## src/rtl/hdlverifier_capture_comparator_nbit_if.sv

```systemverilog
// Bus bundle for the N-bit capture comparator: sample stream, trigger setup and the
// match/trigger status returned by the comparator.
interface hdlverifier_capture_comparator_nbit_if #(
  parameter int DATA_WIDTH  = 8,
  parameter int COUNT_WIDTH = 8
);
  logic                   clk_enable;
  logic [DATA_WIDTH-1:0]  data;
  logic [DATA_WIDTH-1:0]  trigger_value;
  logic [DATA_WIDTH-1:0]  trigger_mask;
  logic [2:0]             trigger_mode;
  logic [2:0]             trigger_comparison_operator;
  logic [COUNT_WIDTH-1:0] trigger_count;
  logic                   arm;
  logic                   match;
  logic                   trigger;
  logic                   triggered;

  modport master (
    output clk_enable, data, trigger_value, trigger_mask, trigger_mode,
           trigger_comparison_operator, trigger_count, arm,
    input  match, trigger, triggered
  );

  modport slave (
    input  clk_enable, data, trigger_value, trigger_mask, trigger_mode,
           trigger_comparison_operator, trigger_count, arm,
    output match, trigger, triggered
  );
endinterface

```

## src/rtl/hdlverifier_capture_comparator_nbit.sv

```systemverilog
// N-bit capture comparator: masked relational/edge qualification, consecutive-run
// counting and an arm/trigger state machine that starts data capture.
//
//   state     | meaning
//   IDLE      | not armed, qualified samples ignored
//   ARMED     | searching for the first qualified sample of a run
//   COUNTING  | inside a run of qualified samples, counter < required
//   TRIGGERED | trigger has fired, waiting for the next arm
module hdlverifier_capture_comparator_nbit #(
  parameter int DATA_WIDTH  = 8,
  parameter int COUNT_WIDTH = 8
) (
  input logic clk,
  input logic reset_n,
  hdlverifier_capture_comparator_nbit_if.slave cmp
);
  localparam logic [1:0] IDLE      = 2'd0;
  localparam logic [1:0] ARMED     = 2'd1;
  localparam logic [1:0] COUNTING  = 2'd2;
  localparam logic [1:0] TRIGGERED = 2'd3;

  logic [1:0]             state;
  logic [COUNT_WIDTH-1:0] counter;
  logic [DATA_WIDTH-1:0]  data_d1;
  logic                   cond_d1;
  logic                   hist_valid;

  logic [DATA_WIDTH-1:0]  md;
  logic [DATA_WIDTH-1:0]  mv;
  logic                   cond;
  logic                   qual;
  logic [COUNT_WIDTH-1:0] required;
  logic [COUNT_WIDTH:0]   cnt_inc;
  logic                   run_done;

  always_comb begin
    md = cmp.data & cmp.trigger_mask;
    mv = cmp.trigger_value & cmp.trigger_mask;
    cond = 1'b0;
    case (cmp.trigger_comparison_operator)
      3'd0:    cond = (md == mv);
      3'd1:    cond = (md != mv);
      3'd2:    cond = (md <  mv);
      3'd3:    cond = (md <= mv);
      3'd4:    cond = (md >  mv);
      3'd5:    cond = (md >= mv);
      default: cond = 1'b0;
    endcase
  end

  // Edge and change modes need one sample of history before they can qualify.
  always_comb begin
    qual = 1'b0;
    case (cmp.trigger_mode)
      3'd0:    qual = cond;
      3'd1:    qual = hist_valid & ~cond_d1 & cond;
      3'd2:    qual = hist_valid & cond_d1 & ~cond;
      3'd3:    qual = hist_valid & (|((cmp.data ^ data_d1) & cmp.trigger_mask));
      default: qual = 1'b0;
    endcase
  end

  // >= rather than == so a count lowered mid-run fires on the next qualified sample.
  always_comb begin
    required = (cmp.trigger_count == '0) ? {{(COUNT_WIDTH-1){1'b0}}, 1'b1} : cmp.trigger_count;
    cnt_inc  = {1'b0, counter} + {{COUNT_WIDTH{1'b0}}, 1'b1};
    run_done = (cnt_inc >= {1'b0, required});
  end

  always_ff @(posedge clk or negedge reset_n) begin
    if (!reset_n) begin
      state         <= IDLE;
      counter       <= '0;
      data_d1       <= '0;
      cond_d1       <= 1'b0;
      hist_valid    <= 1'b0;
      cmp.match     <= 1'b0;
      cmp.trigger   <= 1'b0;
      cmp.triggered <= 1'b0;
    end else begin
      cmp.trigger <= 1'b0;
      if (cmp.clk_enable) begin
        data_d1    <= cmp.data;
        cond_d1    <= cond;
        hist_valid <= 1'b1;
        cmp.match  <= qual;
      end
      // arm overrides everything, including a run completing on this very edge
      if (cmp.arm) begin
        state         <= ARMED;
        counter       <= '0;
        cmp.triggered <= 1'b0;
      end else if (cmp.clk_enable) begin
        case (state)
          ARMED, COUNTING: begin
            if (qual) begin
              if (run_done) begin
                counter       <= required;
                state         <= TRIGGERED;
                cmp.trigger   <= 1'b1;
                cmp.triggered <= 1'b1;
              end else begin
                counter <= cnt_inc[COUNT_WIDTH-1:0];
                state   <= COUNTING;
              end
            end else begin
              counter <= '0;
              state   <= ARMED;
            end
          end
          default: ;
        endcase
      end
    end
  end
endmodule
```

## src/flat_wrapper.sv

```systemverilog
// flat-port wrapper written by rule: the top's interface ports become plain ports
module hdlverifier_capture_comparator_nbit_flat 
#(
  parameter int DATA_WIDTH  = 8,
  parameter int COUNT_WIDTH = 8
)
  (clk, reset_n, cmp_clk_enable, cmp_data, cmp_trigger_value, cmp_trigger_mask, cmp_trigger_mode, cmp_trigger_comparison_operator, cmp_trigger_count, cmp_arm, cmp_match, cmp_trigger, cmp_triggered);
  hdlverifier_capture_comparator_nbit_if #(.DATA_WIDTH(DATA_WIDTH), .COUNT_WIDTH(COUNT_WIDTH)) cmp_i ();
  input logic clk;
  input logic reset_n;
  input wire logic [$bits(cmp_i.clk_enable)-1:0] cmp_clk_enable;
  input wire logic [$bits(cmp_i.data)-1:0] cmp_data;
  input wire logic [$bits(cmp_i.trigger_value)-1:0] cmp_trigger_value;
  input wire logic [$bits(cmp_i.trigger_mask)-1:0] cmp_trigger_mask;
  input wire logic [$bits(cmp_i.trigger_mode)-1:0] cmp_trigger_mode;
  input wire logic [$bits(cmp_i.trigger_comparison_operator)-1:0] cmp_trigger_comparison_operator;
  input wire logic [$bits(cmp_i.trigger_count)-1:0] cmp_trigger_count;
  input wire logic [$bits(cmp_i.arm)-1:0] cmp_arm;
  output wire logic [$bits(cmp_i.match)-1:0] cmp_match;
  output wire logic [$bits(cmp_i.trigger)-1:0] cmp_trigger;
  output wire logic [$bits(cmp_i.triggered)-1:0] cmp_triggered;
  assign cmp_i.clk_enable = cmp_clk_enable;
  assign cmp_i.data = cmp_data;
  assign cmp_i.trigger_value = cmp_trigger_value;
  assign cmp_i.trigger_mask = cmp_trigger_mask;
  assign cmp_i.trigger_mode = cmp_trigger_mode;
  assign cmp_i.trigger_comparison_operator = cmp_trigger_comparison_operator;
  assign cmp_i.trigger_count = cmp_trigger_count;
  assign cmp_i.arm = cmp_arm;
  assign cmp_match = cmp_i.match;
  assign cmp_trigger = cmp_i.trigger;
  assign cmp_triggered = cmp_i.triggered;
  hdlverifier_capture_comparator_nbit #(.DATA_WIDTH(DATA_WIDTH), .COUNT_WIDTH(COUNT_WIDTH)) u_core (.clk(clk), .reset_n(reset_n), .cmp(cmp_i));
endmodule
```

## config.mk

```make
export PLATFORM = sky130hd
export DESIGN_NAME = hdlverifier_capture_comparator_nbit_flat
export DESIGN_NICKNAME = d
export VERILOG_FILES = /design/src/rtl/hdlverifier_capture_comparator_nbit_if.sv /design/src/rtl/hdlverifier_capture_comparator_nbit.sv /design/src/flat_wrapper.sv
export SDC_FILE = /design/constraint.sdc
export NUM_CORES = 1
export LEC_CHECK = 0
export BUFFER_PORTS_ARGS = -buffer_cell sky130_fd_sc_hd__buf_2
export CAP_MARGIN = 15
export CORE_MARGIN = 2
export CORE_UTILIZATION = 45
export CTS_CLUSTER_SIZE = 24
export DETAILED_ROUTE_END_ITERATION = 12
export PLACE_DENSITY = 0.69
export SYNTH_ARGS = -nofsm -noshare
export SYNTH_HDL_FRONTEND = slang
export SYNTH_SLANG_ARGS = --single-unit
```

## constraint.sdc

```tcl
create_clock -name clk -period 2.8 [get_ports clk]
set_input_delay 0.28 -clock clk [delete_from_list [all_inputs] [get_ports clk]]
set_output_delay 0.28 -clock clk [all_outputs]
set_load 0.01 [all_outputs]
```

==> results.py <==
metrics = {
    "status": {
        "outcome": "finished, violations left",
        "violations": "hold timing",
    },
    "clock_network": {
        "htree_levels": 1,
        "worstSkewPairLatency_ns": 0.26,
        "cts_buffers": 3,
        "cts_tree": "built",
        "cts.sinks": 23,
        "root_buffer": "clkbuf_8",
        "clk_pin_slew_ns": 0.09,
        "hold_buffers": 0,
        "clockBufferDepth": 2,
        "postCtsSetupBuffers": 0,
    },
    "setup_path": {
        "cpPeakStageDelay_ns": 0.39,
        "cp_cell_sequence": "ha_1 > xor2_1 > ha_1 > a21oi_1 > o21ai_0 > a21oi_1 > o21ai_0 > a21oi_1 > o21ai_2 > o41ai_1 > buf_4 > o2bb2ai_2",
        "crit_family": "compound AO/OA/AOI/OAI gates",
        "cp.required_ns": 3.00,
        "critPathArrivalTime_ns": 2.71,
        "path_max_fanout": 4,
        "r2r_end": "u_core.counter[2]",
        "r2r_slack_ns": 0.29,
        "slowest_stage": "dfrtp_1",
        "r2r_cells": 12,
        "crit_type": "reg2reg",
        "startpoint_type": "flip-flop",
        "cpMostUsedCell": "a21oi_1",
        "regToRegStartpoint": "u_core.counter[0]",
        "crit_start": "u_core.counter[0]",
        "critPathBufInv": 1,
        "critPathCaptureType": "flip-flop",
    },
    "floorplanning": {
        "start_util_pct": 45.8,
        "ios": 45,
        "die_area_mm2": 0.00454,
        "die_height_um": 67.4,
        "core_mm2": 0.00394,
        "die-width_um": 67.4,
        "row_count": 23,
    },
    "synth": {
        "ys_warn_count": 0,
        "synth_edf_count": 0,
        "synth.distinct_cells": 47,
        "synth_cells": 188,
        "post-synth-top-area-cell": "dfrtp_1",
        "synth.avg_cell_area_um2": 9.61,
        "synth-seq-cells": 23,
        "synthesis.nets": 247,
        "async_reset_ff_share_pct": 100,
        "synth_area_mm2": 0.00181,
        "netlist.area_leader.share_pct": 31.9,
        "ys_seq_area_share_pct": 31.9,
        "synth.area.top_cells": "dfrtp_1, ha_1, xor2_1",
        "synth_flop_cell": "dfrtp_1",
    },
    "sta": {
        "rsz0062_at_grt": "false",
        "setup_tns_ns": 0,
        "fmax_ghz": 0.398,
        "fin_crit_ns": 2.51,
        "max_slew.worst_pin.slew_ns": 0.526,
        "slew_violations": 0,
        "final.setup_skew_ns": 0.00539,
        "hold_ws_ns": -0.0141,
        "hold_viol": 22,
        "relSlewSlack_pct": 65.0,
        "setup_viol": 0,
        "post-route-period-util_pct": 89.7,
    },
    "detailed_routing": {
        "num_vias": 1513,
        "ant_nets": 0,
        "drc": 0,
        "drtPass1Iterations": 4,
        "drt-initial-drc-count": 80,
        "drt-total-wl_mm": 3.96,
        "viasPerCell": 5.25,
        "wl_per_cell_um": 13.8,
    },
    "global_routing": {
        "grt_pass1_vias": 1466,
        "antenna_found_initial": 0,
        "grt-ovfl-total": 0,
        "grt_pass1_wl_mm": 6.74,
        "grt_max_degree": 24,
        "grt_usage_pct": 19.5,
    },
    "finish": {
        "fin_cells": 288,
        "drive_above_1_share_pct": 32.4,
        "syn2layout_area_growth_pct": 19.5,
        "nets": 298,
        "postLayoutCoreUtil_pct": 54.8,
        "antenna_cells": 0,
        "postLayoutCellArea_mm2": 0.00216,
    },
    "power_and_ir_drop": {
        "power_density_mw_per_mm2": 350,
        "p_clk_share_pct": 27.3,
        "p_leak_nw": 1.01,
        "comb_power_share_pct": 24.6,
        "vdd_ir_drop_max_uv": 180,
        "p_seq_share_pct": 48.0,
        "p_int_mw": 0.541,
        "p_switching_mw": 0.214,
        "power.share.switching_pct": 28.4,
    },
    "worst_hold_path": {
        "hp-class": "in2async",
    },
    "run": {
        "cap_violations": 0,
    },
    "placement": {
        "dp_hpwl_mm": 3.20,
        "numPortBuffers": 44,
        "dp_cells": 284,
        "placed_area_mm2": 0.00211,
        "place_congestion": 0.830,
    },
}
## flip-flops by register name, indices dropped and copies added (netlist names)
name,count
u_core.counter,8
u_core.data_d1,8
u_core.state,2
u_core.cmp.match,1
u_core.cmp.trigger,1
u_core.cmp.triggered,1
u_core.cond_d1,1
u_core.hist_valid,1
## worst register-to-register path: cells and delay by family, from the launching register on
| family | cells | cell delay, ns |
|---|---|---|
| AO/OA/AOI/OAI | 8 | 1.14 |
| buffers and inverters | 1 | 0.17 |
| XOR/XNOR | 1 | 0.16 |
| flip-flops | 1 | 0.39 |
| adder cells (fa/ha/maj) | 2 | 0.57 |
## Yosys cell counts, drive strengths merged (2+ instances only)
cell type,count
ha,17
a21oi,9
mux2,8
nor2,9
inv,11
o41ai,2
nand4,3
o2bb2ai,4
nor3,2
nor2b,3
xnor2,5
and2,9
nand2b,4
nand3,3
mux2i,8
a31oi,2
xor2,11
nand2,20
o21ai,9
dfrtp,23
a22oi,2
o22ai,2
a211oi,4
buf,3
## final cells by class
class,count,area (um2)
clock buffer,4,45.0
fill,374,1780
inverter,11,41.3
multi-input combinational,150,1170
sequential,23,576
tap,50,62.6
timing repair buffer,50,265
## worst max-delay path by stage
stage | endpoint | slack [ns] | cells after the start
after floorplan | u_core.counter[0] | 0.29 | 12
after global placement | u_core.cmp.triggered | 0.12 | 11
after detailed placement | u_core.cmp.triggered | 0.09 | 11
after CTS | u_core.counter[2] | 0.25 | 12
after global routing | u_core.counter[6] | 0.01 | 11
final | u_core.counter[2] | 0.29 | 12
## placed cells by master (no fill, tap or decap), drive strengths merged, types with 2 or more instances in the layout
cell type	n
buf	50
dfrtp	23
nand2	20
ha	17
inv	11
xor2	11
and2	9
a21oi	9
nor2	9
o21ai	9
mux2	8
mux2i	8
xnor2	5
nand2b	4
o2bb2ai	4
clkbuf	4
a211oi	4
nand4	3
nand3	3
nor2b	3
a31oi	2
a22oi	2
o41ai	2
nor3	2
o22ai	2
## per-layer routing
| metal | part of all wire (%) | global-route usage (%) | routed length, um |
|---|---|---|---|
| met5 | 0 | 0 | 0 |
| met4 | 0.48 | 3.06 | 19 |
| met2 | 47 | 33.3 | 1870 |
| met1 | 49 | 26.8 | 1950 |
| met3 | 3.0 | 2.50 | 118 |
## power groups by stage
| stage | registers, mW | clock network (mW) | logic (mW) |
|---|---|---|---|
| global route | 0.365 | 0.230 | 0.212 |
| global placement | 0.368 | 0 | 0.184 |
| finish | 0.363 | 0.206 | 0.186 |
| CTS | 0.363 | 0.214 | 0.188 |
| detailed placement | 0.370 | 0 | 0.187 |
| floorplan | 0.369 | 0 | 0.112 |
## repair_timing
action	CTS	global route
endpoints found under the hold margin	0	0
resized for setup	0	1
setup endpoints to repair	0	6
## logic make-up (layout without fill, tap and decap cells)
logic type / after synthesis / after routing / synth area share, %
and+or+nand+nor: 59 / 59 / 17.0
adders and majority gates: 17 / 17 / 11.8
xor gates and xnor gates: 16 / 16 / 7.76
muxes: 16 / 16 / 9.42
AOI/OAI and AO/OA: 42 / 42 / 18.6
buffers and inverters: 15 / 65 / 3.60
DFF: 23 / 23 / 31.9
## through the flow
stage | hold WS (ns) | setup WS [ns] | power, mW
final | -0.0141 | 0.289 | 0.755
after detailed placement | 0.298 | 0.0894 | 0.557
after floorplan | -0.0156 | 0.288 | 0.481
after global placement | 0.298 | 0.116 | 0.553
after CTS | 0.0118 | 0.250 | 0.765
after global routing | 0.0312 | 0.0138 | 0.807
Note: power is estimated with default switching activity, not from simulation.
